[src/rtl/bus_arbiter_pkg.sv]
// Shared encodings for the CPU/VGA memory bus arbiter: bus control codes and FSM states.
package bus_arbiter_pkg;

  localparam logic [1:0] CTRL_NONE  = 2'b00;
  localparam logic [1:0] CTRL_READ  = 2'b01;
  localparam logic [1:0] CTRL_WRITE = 2'b10;

  typedef enum logic [1:0] {
    ST_IDLE   = 2'd0,
    ST_ACCESS = 2'd1,
    ST_DONE   = 2'd2
  } state_t;

endpackage

[src/rtl/bus_arbiter.sv]
// Two-master (CPU, VGA) arbiter for a single shared memory bus with round-robin
// contention resolution and a mem_ready timeout that completes the access with bus_err.
module bus_arbiter
  import bus_arbiter_pkg::*;
#(
  parameter int TIMEOUT_CYC = 16,
  parameter bit VGA_FIRST   = 1'b1
) (
  input  logic        clk,
  input  logic        reset,
  input  logic        cpu_req,
  input  logic        cpu_wr,
  input  logic [15:0] cpu_addr,
  input  logic [15:0] cpu_wdata,
  output logic [15:0] cpu_rdata,
  output logic        cpu_ack,
  input  logic        vga_req,
  input  logic [15:0] vga_addr,
  output logic [15:0] vga_rdata,
  output logic        vga_ack,
  output logic [15:0] ADDRBUS,
  output logic [1:0]  CTRLBUS,
  output logic [15:0] DATAOUT,
  input  logic [15:0] DATAIN,
  input  logic        mem_ready,
  output logic        bus_err,
  output state_t      state_dbg
);

  // Handshake: a requester raises req with stable fields and holds them until its
  // one-cycle ack; the ack pulse (and rdata/bus_err alongside it) is registered.
  localparam logic [15:0] TO_LAST = 16'(TIMEOUT_CYC - 1);

  state_t      state;
  logic        grant_vga;
  logic        last_valid;
  logic        last_vga;
  logic        lat_wr;
  logic [15:0] wait_cnt;
  logic        pick_vga;
  logic        pick_wr;

  // Round robin: lone requester wins; on contention the one not served last wins.
  function automatic logic arb_pick_vga(input logic c_req, input logic v_req,
                                        input logic hist_valid, input logic hist_vga);
    logic sel;
    sel = 1'b0;
    if (v_req && !c_req)      sel = 1'b1;
    else if (c_req && !v_req) sel = 1'b0;
    else if (!hist_valid)     sel = VGA_FIRST;
    else                      sel = !hist_vga;
    return sel;
  endfunction

  assign pick_vga  = arb_pick_vga(cpu_req, vga_req, last_valid, last_vga);
  assign pick_wr   = !pick_vga && cpu_wr;
  assign state_dbg = state;

  always_ff @(posedge clk or negedge reset) begin
    if (!reset) begin
      state      <= ST_IDLE;
      grant_vga  <= 1'b0;
      last_valid <= 1'b0;
      last_vga   <= 1'b0;
      lat_wr     <= 1'b0;
      wait_cnt   <= 16'd0;
      ADDRBUS    <= 16'd0;
      CTRLBUS    <= CTRL_NONE;
      DATAOUT    <= 16'd0;
      cpu_ack    <= 1'b0;
      vga_ack    <= 1'b0;
      cpu_rdata  <= 16'd0;
      vga_rdata  <= 16'd0;
      bus_err    <= 1'b0;
    end else begin
      case (state)
        ST_IDLE: begin
          cpu_ack   <= 1'b0;
          vga_ack   <= 1'b0;
          cpu_rdata <= 16'd0;
          vga_rdata <= 16'd0;
          bus_err   <= 1'b0;
          if (cpu_req || vga_req) begin
            grant_vga  <= pick_vga;
            last_valid <= 1'b1;
            last_vga   <= pick_vga;
            lat_wr     <= pick_wr;
            wait_cnt   <= 16'd0;
            ADDRBUS    <= pick_vga ? vga_addr : cpu_addr;
            CTRLBUS    <= pick_wr ? CTRL_WRITE : CTRL_READ;
            DATAOUT    <= pick_wr ? cpu_wdata : 16'd0;
            state      <= ST_ACCESS;
          end
        end
        ST_ACCESS: begin
          // mem_ready is checked first so it wins over a coincident timeout.
          if (mem_ready || (wait_cnt == TO_LAST)) begin
            cpu_ack   <= !grant_vga;
            vga_ack   <= grant_vga;
            cpu_rdata <= (!grant_vga && mem_ready && !lat_wr) ? DATAIN : 16'd0;
            vga_rdata <= (grant_vga && mem_ready) ? DATAIN : 16'd0;
            bus_err   <= !mem_ready;
            ADDRBUS   <= 16'd0;
            CTRLBUS   <= CTRL_NONE;
            DATAOUT   <= 16'd0;
            state     <= ST_DONE;
          end else begin
            wait_cnt <= wait_cnt + 16'd1;
          end
        end
        ST_DONE: begin
          cpu_ack   <= 1'b0;
          vga_ack   <= 1'b0;
          cpu_rdata <= 16'd0;
          vga_rdata <= 16'd0;
          bus_err   <= 1'b0;
          state     <= ST_IDLE;
        end
        default: begin
          state <= ST_IDLE;
        end
      endcase
    end
  end

endmodule
[config.mk]
export PLATFORM = sky130hd
export DESIGN_NAME = bus_arbiter
export DESIGN_NICKNAME = d
export VERILOG_FILES = /design/src/rtl/bus_arbiter_pkg.sv /design/src/rtl/bus_arbiter.sv
export SDC_FILE = /design/constraint.sdc
export NUM_CORES = 1
export LEC_CHECK = 0
export ABC_AREA = 0
export BUFFER_PORTS_ARGS = -buffer_cell sky130_fd_sc_hd__clkbuf_2
export CORE_MARGIN = 2
export CORE_UTILIZATION = 45
export CTS_BUF_LIST = sky130_fd_sc_hd__clkbuf_16
export CTS_CLUSTER_DIAMETER = 120
export DETAILED_ROUTE_END_ITERATION = 12
export PLACE_DENSITY = 0.73
export SYNTH_ARGS = -nofsm -noshare
export SYNTH_HDL_FRONTEND = slang
export SYNTH_SLANG_ARGS = --single-unit
[constraint.sdc]
create_clock -name clk -period 3.5 [get_ports clk]
set_input_delay 0.35 -clock clk [delete_from_list [all_inputs] [get_ports clk]]
set_output_delay 0.35 -clock clk [all_outputs]
set_load 0.02 [all_outputs]
Yosys cells after proc, flatten, opt, wreduce, memory -nomap -nowiden
Cells that the tools add are included.
W data, S select, Z words.
{ "classes": {"n_addsub": 1, "n_mul": 0, "n_div": 0, "n_lt_le_gt_ge": 0, "n_eq_ne": 6, "shift": 0, "muxes": 32, "n_bitwise": 0, "n_reduce_logical": 23} }
{ "ops": {"columns": ["operator", "n"], "rows": [
  ["$mux W16", 11],
  ["$pmux W16 S2", 5],
  ["$add A16 B1 Y16 const B", 1],
  ["$eq A16 B4 Y1 const B", 1],
  ["$mux W2", 5],
  ["$pmux W2 S2", 2],
  ["$logic_and A1 B1 Y1", 6],
  ["$logic_not A1 Y1", 6],
  ["$mux W1", 6],
  ["$ne A2 B2 Y1 const B", 3],
  ["$pmux W1 S2", 3],
  ["$reduce_and A2 Y1", 3],
  ["$reduce_and A3 Y1", 2],
  ["$reduce_bool A2 Y1", 2],
  ["$eq A2 B1 Y1 const B", 1],
  ["$eq A2 B2 Y1 const B", 1],
  ["$logic_not A2 Y1", 1],
  ["$logic_or A1 B1 Y1", 2],
  ["$reduce_or A2 Y1", 1]
]} }
{ "totals": {"reg_bits": 90, "latch_bits": 0, "mem_bits_rw": 0, "mem_bits_ro": 0, "in_bits": 70, "out_inout_bits": 71, "elab_cells": 75, "mem_count": 0} }

Logic depth before layout (Yosys ltp)
{ "logic_depth": {"ltp_word": 9, "depth_mapped": 9, "depth_no_buf": 6} }

Worst setup path before layout
OpenSTA, ideal clock, no wires.
{ "synth_timing": {"path_type": "register -> register", "startpoint": "register wait_cnt[0]", "endpoint": "register wait_cnt[6]", "setup_time_ns": 0.069, "arrival_time_ns": 1.849, "t_required_ns": 3.431, "setup_slack_ns": 1.582, "path_stages_with_launch": 8, "n_path_buf": 2, "synth_period_minus_slack_ns": 1.918, "cell_sequence": "dfrtp_1 ha_1 and3_1 clkbuf_1 a41o_1 buf_4 or4_1 nand3_1"} }
{ "synth_between": {"elab_chain_cells": 4, "word_cells_on_any_way": 7, "classes_between": "add/sub: 1; eq/ne: 2; mux: 2; reduce/logical: 2"} }
{ "synth_rtl": {"columns": ["element", "line_no", "rtl"], "rows": [
  ["from (decl)", "bus_arbiter.sv:39", "logic [15:0] wait_cnt;"],
  ["from (signal assigned)", "bus_arbiter.sv:108", "wait_cnt <= wait_cnt + 16'd1;"],
  ["branches (longest 4 deep; another with $add A16 B1 Y16)", null, null]
]} }
Parallel ways; which one is timed is not known. The select of a mux whose other input is x is not followed.
A chain may end at the register's enable or synchronous reset.

Worst setup path in the final report
{ "layout_timing": {"startpoint": "register state[0] (netlist: state_dbg[0])", "endpoint": "register ADDRBUS[3]"} }
{ "layout_between": {"elab_chain_cells": 3, "word_cells_on_any_way": 7, "classes_between": "eq/ne: 3; mux: 1; reduce/logical: 3"} }
{ "layout_rtl": {"columns": ["element", "line_no", "rtl"], "rows": [
  ["from (decl)", "bus_arbiter.sv:34", "state_t state;"],
  ["from (signal assigned)", "bus_arbiter.sv:61", "state <= ST_IDLE;"],
  ["from (signal assigned)", "bus_arbiter.sv:92", "state <= ST_ACCESS;"],
  ["from (signal assigned)", "bus_arbiter.sv:106", "state <= ST_DONE;"],
  ["$eq A2 B1 Y1 or $logic_not A2 Y1 (tied branches)", "bus_arbiter.sv:76", "case (state)"],
  ["$ne A2 B2 Y1 (no source line) or $reduce_bool A2 Y1 (tied branches)", null, null],
  ["$reduce_and A3 Y1 (no source line)", null, null],
  ["to (signal assigned)", "bus_arbiter.sv:89", "ADDRBUS <= pick_vga ? vga_addr : cpu_addr;"],
  ["to (decl)", "bus_arbiter.sv:21", "output logic [15:0] ADDRBUS,"]
]} }
Parallel ways exist; a longest one is shown, timed or not.

==> results.sh <==
export IMPL_global_route_overflow=0
export IMPL_timing_fmax_mhz=408
export IMPL_synth_flop_cell="dfrtp_1"
export IMPL_layout_filler_cells=757
export IMPL_cts_path_max_buffers=2
export IMPL_worst_vdd_rail_ir_drop_mv=0.374
export IMPL_postCtsResizedCells=0
export IMPL_grt_max_degree=91
export IMPL_post_cts_buffers=0
export IMPL_synthesis_area_um2=3990
export IMPL_critPathRequiredTime_ps=3660
export IMPL_report_final_hold_viol_count=0
export IMPL_fin_ws_ps=1050
export IMPL_total_vias_in_the_final_route=3296
export IMPL_num_io_pins=141
export IMPL_cellInternalPower_uw=2370
export IMPL_cts_root_buffer="clkbuf_16"
export IMPL_cts_inserted_buffers=9
export IMPL_die_width_um=98.2
export IMPL_clock_sinks=90
export IMPL_number_of_antenna_violations_at_the_first_check_in_global_routing=0
export IMPL_drive_gt1_share_pct=35.3
export IMPL_area_used_by_multi_input_combinational_logic_um2=1560
export IMPL_synth_fp_nets=426
export IMPL_max_cap_violations=0
export IMPL_r2r_setup_slack_ps=1050
export IMPL_synth_top_area_cell="dfrtp_1"
export IMPL_setup_repair_after_global_routing_missed_its_margin="no"
export IMPL_setup_violations_final=0
export IMPL_sequentialPowerShare_pct=38.3
export IMPL_final_max_slew_violation_count=0
export IMPL_yosysWarningCount=0
export IMPL_crit_arrival_ps=2610
export IMPL_firstDrtPassIters=4
export IMPL_sw_frac_of_total_pct=39.0
export IMPL_cts_htree_levels=3
export IMPL_clock_skew_ps=7.05
export IMPL_post_synth_main_area_contributors="dfrtp_1, mux2i_1, nand2_1"
export IMPL_path_max_fanout=36
export IMPL_grt_pass1_vias=3124
export IMPL_numPortBuffers=140
export IMPL_timing_final_crit_share_pct=70.0
export IMPL_hpwl_um=6800
export IMPL_synth_enable_flop_cells=0
export IMPL_worstSetupStartpointType="flip-flop"
export IMPL_clock_tree_from_tritoncts="built"
export IMPL_post_synth_top_count_cell="dfrtp_1"
export IMPL_synth_cells=355
export IMPL_detail_route_wirelength_um=9570
export IMPL_register_bit_total_from_synthesis=90
export IMPL_place_ws_ps=1090
export IMPL_num_rows=34
export IMPL_globalRouteTotalUtil_pct=19.9
export IMPL_ctsHoldBuffers=0
export IMPL_clk_latency_ps=340
export IMPL_critPathKind="reg -> reg"
export IMPL_period_minus_slack_ps=2450
export IMPL_synth_commonest_cells="dfrtp_1, nand2_1, mux2i_1"
export IMPL_hold_path_class="in -> async"
export IMPL_postRouteAntennaNets=0
export IMPL_switching_power_uw=1510
export IMPL_die_h_um=98.2
export IMPL_routabilityCongestion=0.884
export IMPL_run_status="complete, no violations"
export IMPL_clk_transition_reported_paths_ps=60
export IMPL_comb_power_share_pct=34.6
export IMPL_die_area_um2=9630
export IMPL_worstSetupEndpointType="flip-flop"
export IMPL_synth_area_per_cell_um2=11.2
export IMPL_layout_nets=550
export IMPL_antenna_cells=0
export IMPL_routed_via_density=5.57
export IMPL_dr_first_iter_drc_count=133
export IMPL_synth_top_cell_area_share_pct=56.5
export IMPL_floorplan_initialDensity_pct=46.0
export IMPL_seq_area_frac_synth_pct=56.5
export IMPL_postSynth_asyncResetShare_pct=100
export IMPL_worst_pin_slew_ps=1100
export IMPL_setup_tns_final_ps=0
export IMPL_fp_coreArea_um2=8680
export IMPL_timing_max_slew_rel_slack_pct=26.2
export IMPL_remaining_drc_errors=0
export IMPL_power_frac_clock_pct=27.2
export IMPL_area_growth_syn_to_layout_pct=26.2
export IMPL_p_leak_uw=0.00258
export IMPL_routedWlPerCell_um=16.2
export IMPL_seqCellArea_um2=2250
export IMPL_grt_pass1_wl_um=15500
export IMPL_fin_worst_hold_slack_ps=213
export IMPL_pwr_density_cell_nw_per_um2=770
export IMPL_yosys_cell_types_count=44
[layout make-up]
cell class / instances / area share [%]
Inverter: 6 / 0.447
Clock buffer: 9 / 4.47
Timing Repair Buffer: 143 / 14.4
Clock inverter: 7 / 2.19
Multi-Input combinational cell: 229 / 31.1
Sequential cell: 90 / 44.7
Tap cell: 108 / 2.68
[cells by family (layout without fill, tap and decap cells)]
logic type,Yosys count,in the layout,synth area share (%)
AO/OA/AOI/OAI,112,112,20.6
adder cells (fa/ha/maj),2,2,0.596
buffers and inverters,36,165,4.61
flip-flops,90,90,56.5
multiplexers,24,24,6.02
AND/OR/NAND/NOR,91,91,11.7
[flip-flops by register name, summed over array words and instances, names as in the netlist]
name	flops
ADDRBUS	16
DATAOUT	16
cpu_rdata	16
vga_rdata	16
wait_cnt	16
CTRLBUS	2
state_dbg	2
bus_err	1
cpu_ack	1
last_valid	1
last_vga	1
lat_wr	1
vga_ack	1
[power groups by stage]
stage	Clock, uW	Combinational [uW]	Sequential, uW
2_1_floorplan	0	707	1710
4_1_cts	1070	1350	1480
3_3_place_gp	0	1310	1500
6_report	1050	1340	1480
3_5_place_dp	0	1350	1500
5_1_grt	1110	1460	1510
[placed cells by master, fill, tap and decap left out, drive strengths merged, types with 3 or more instances in the layout]
cell    netlist  layout
nand3        12      12
buf          14       4
a31oi         6       6
dfrtp        90      90
o22ai        17      17
nand4         7       7
nand2        49      49
a22o         16      16
o21ai        26      26
nor2          7       7
a32o         15      15
nor4          4       4
a21oi         5       5
clkbuf       16     148
mux2i        24      24
and3          3       3
o211ai       18      18
inv           6       9
[critical path: stages (launching register included)]
cell and delay (ps):
dfrtp_1 380, buf_4 340, nor2b_1 640, nand2_4 360
inv_2 390, o22ai_1 150
[per-layer routing]
metal / up-vias / track usage (%) / wire, um
li1: 1579 / - / -
met1: 1569 / 28.5 / 4340
met2: 127 / 29.8 / 4460
met3: 21 / 3.22 / 504
met4: 0 / 9.38 / 263
met5: - / 0 / 0
[stage by stage]
step           std cells  util (%)  instance area, um^2  power (uW)
2_1_floorplan        355         -                 3990        2420
3_3_place_gp         576      54.2                 4700        2810
3_5_place_dp         576      54.2                 4700        2850
4_1_cts              592      58.0                 5030        3910
5_1_grt              592      58.0                 5030        4090
6_report             592      58.0                 5030        3880
[path summary, 6_finish.rpt]
path,from,endpoint,cells after the start
setup / recovery,state_dbg[0]$_DFFE_PN0P_,ADDRBUS[3]$_DFFE_PN0P_,5
hold reg to reg,last_valid$_DFFE_PN0P_,last_valid$_DFFE_PN0P_,1
hold / removal,reset,wait_cnt[15]$_DFFE_PN0P_,1
setup reg to reg,state_dbg[0]$_DFFE_PN0P_,ADDRBUS[3]$_DFFE_PN0P_,5
max in group asynchronous,reset,vga_rdata[3]$_DFFE_PN0P_,1
min in group clk,cpu_wdata[8],DATAOUT[8]$_DFFE_PN0P_,2
(Power assumes the default switching activity.)
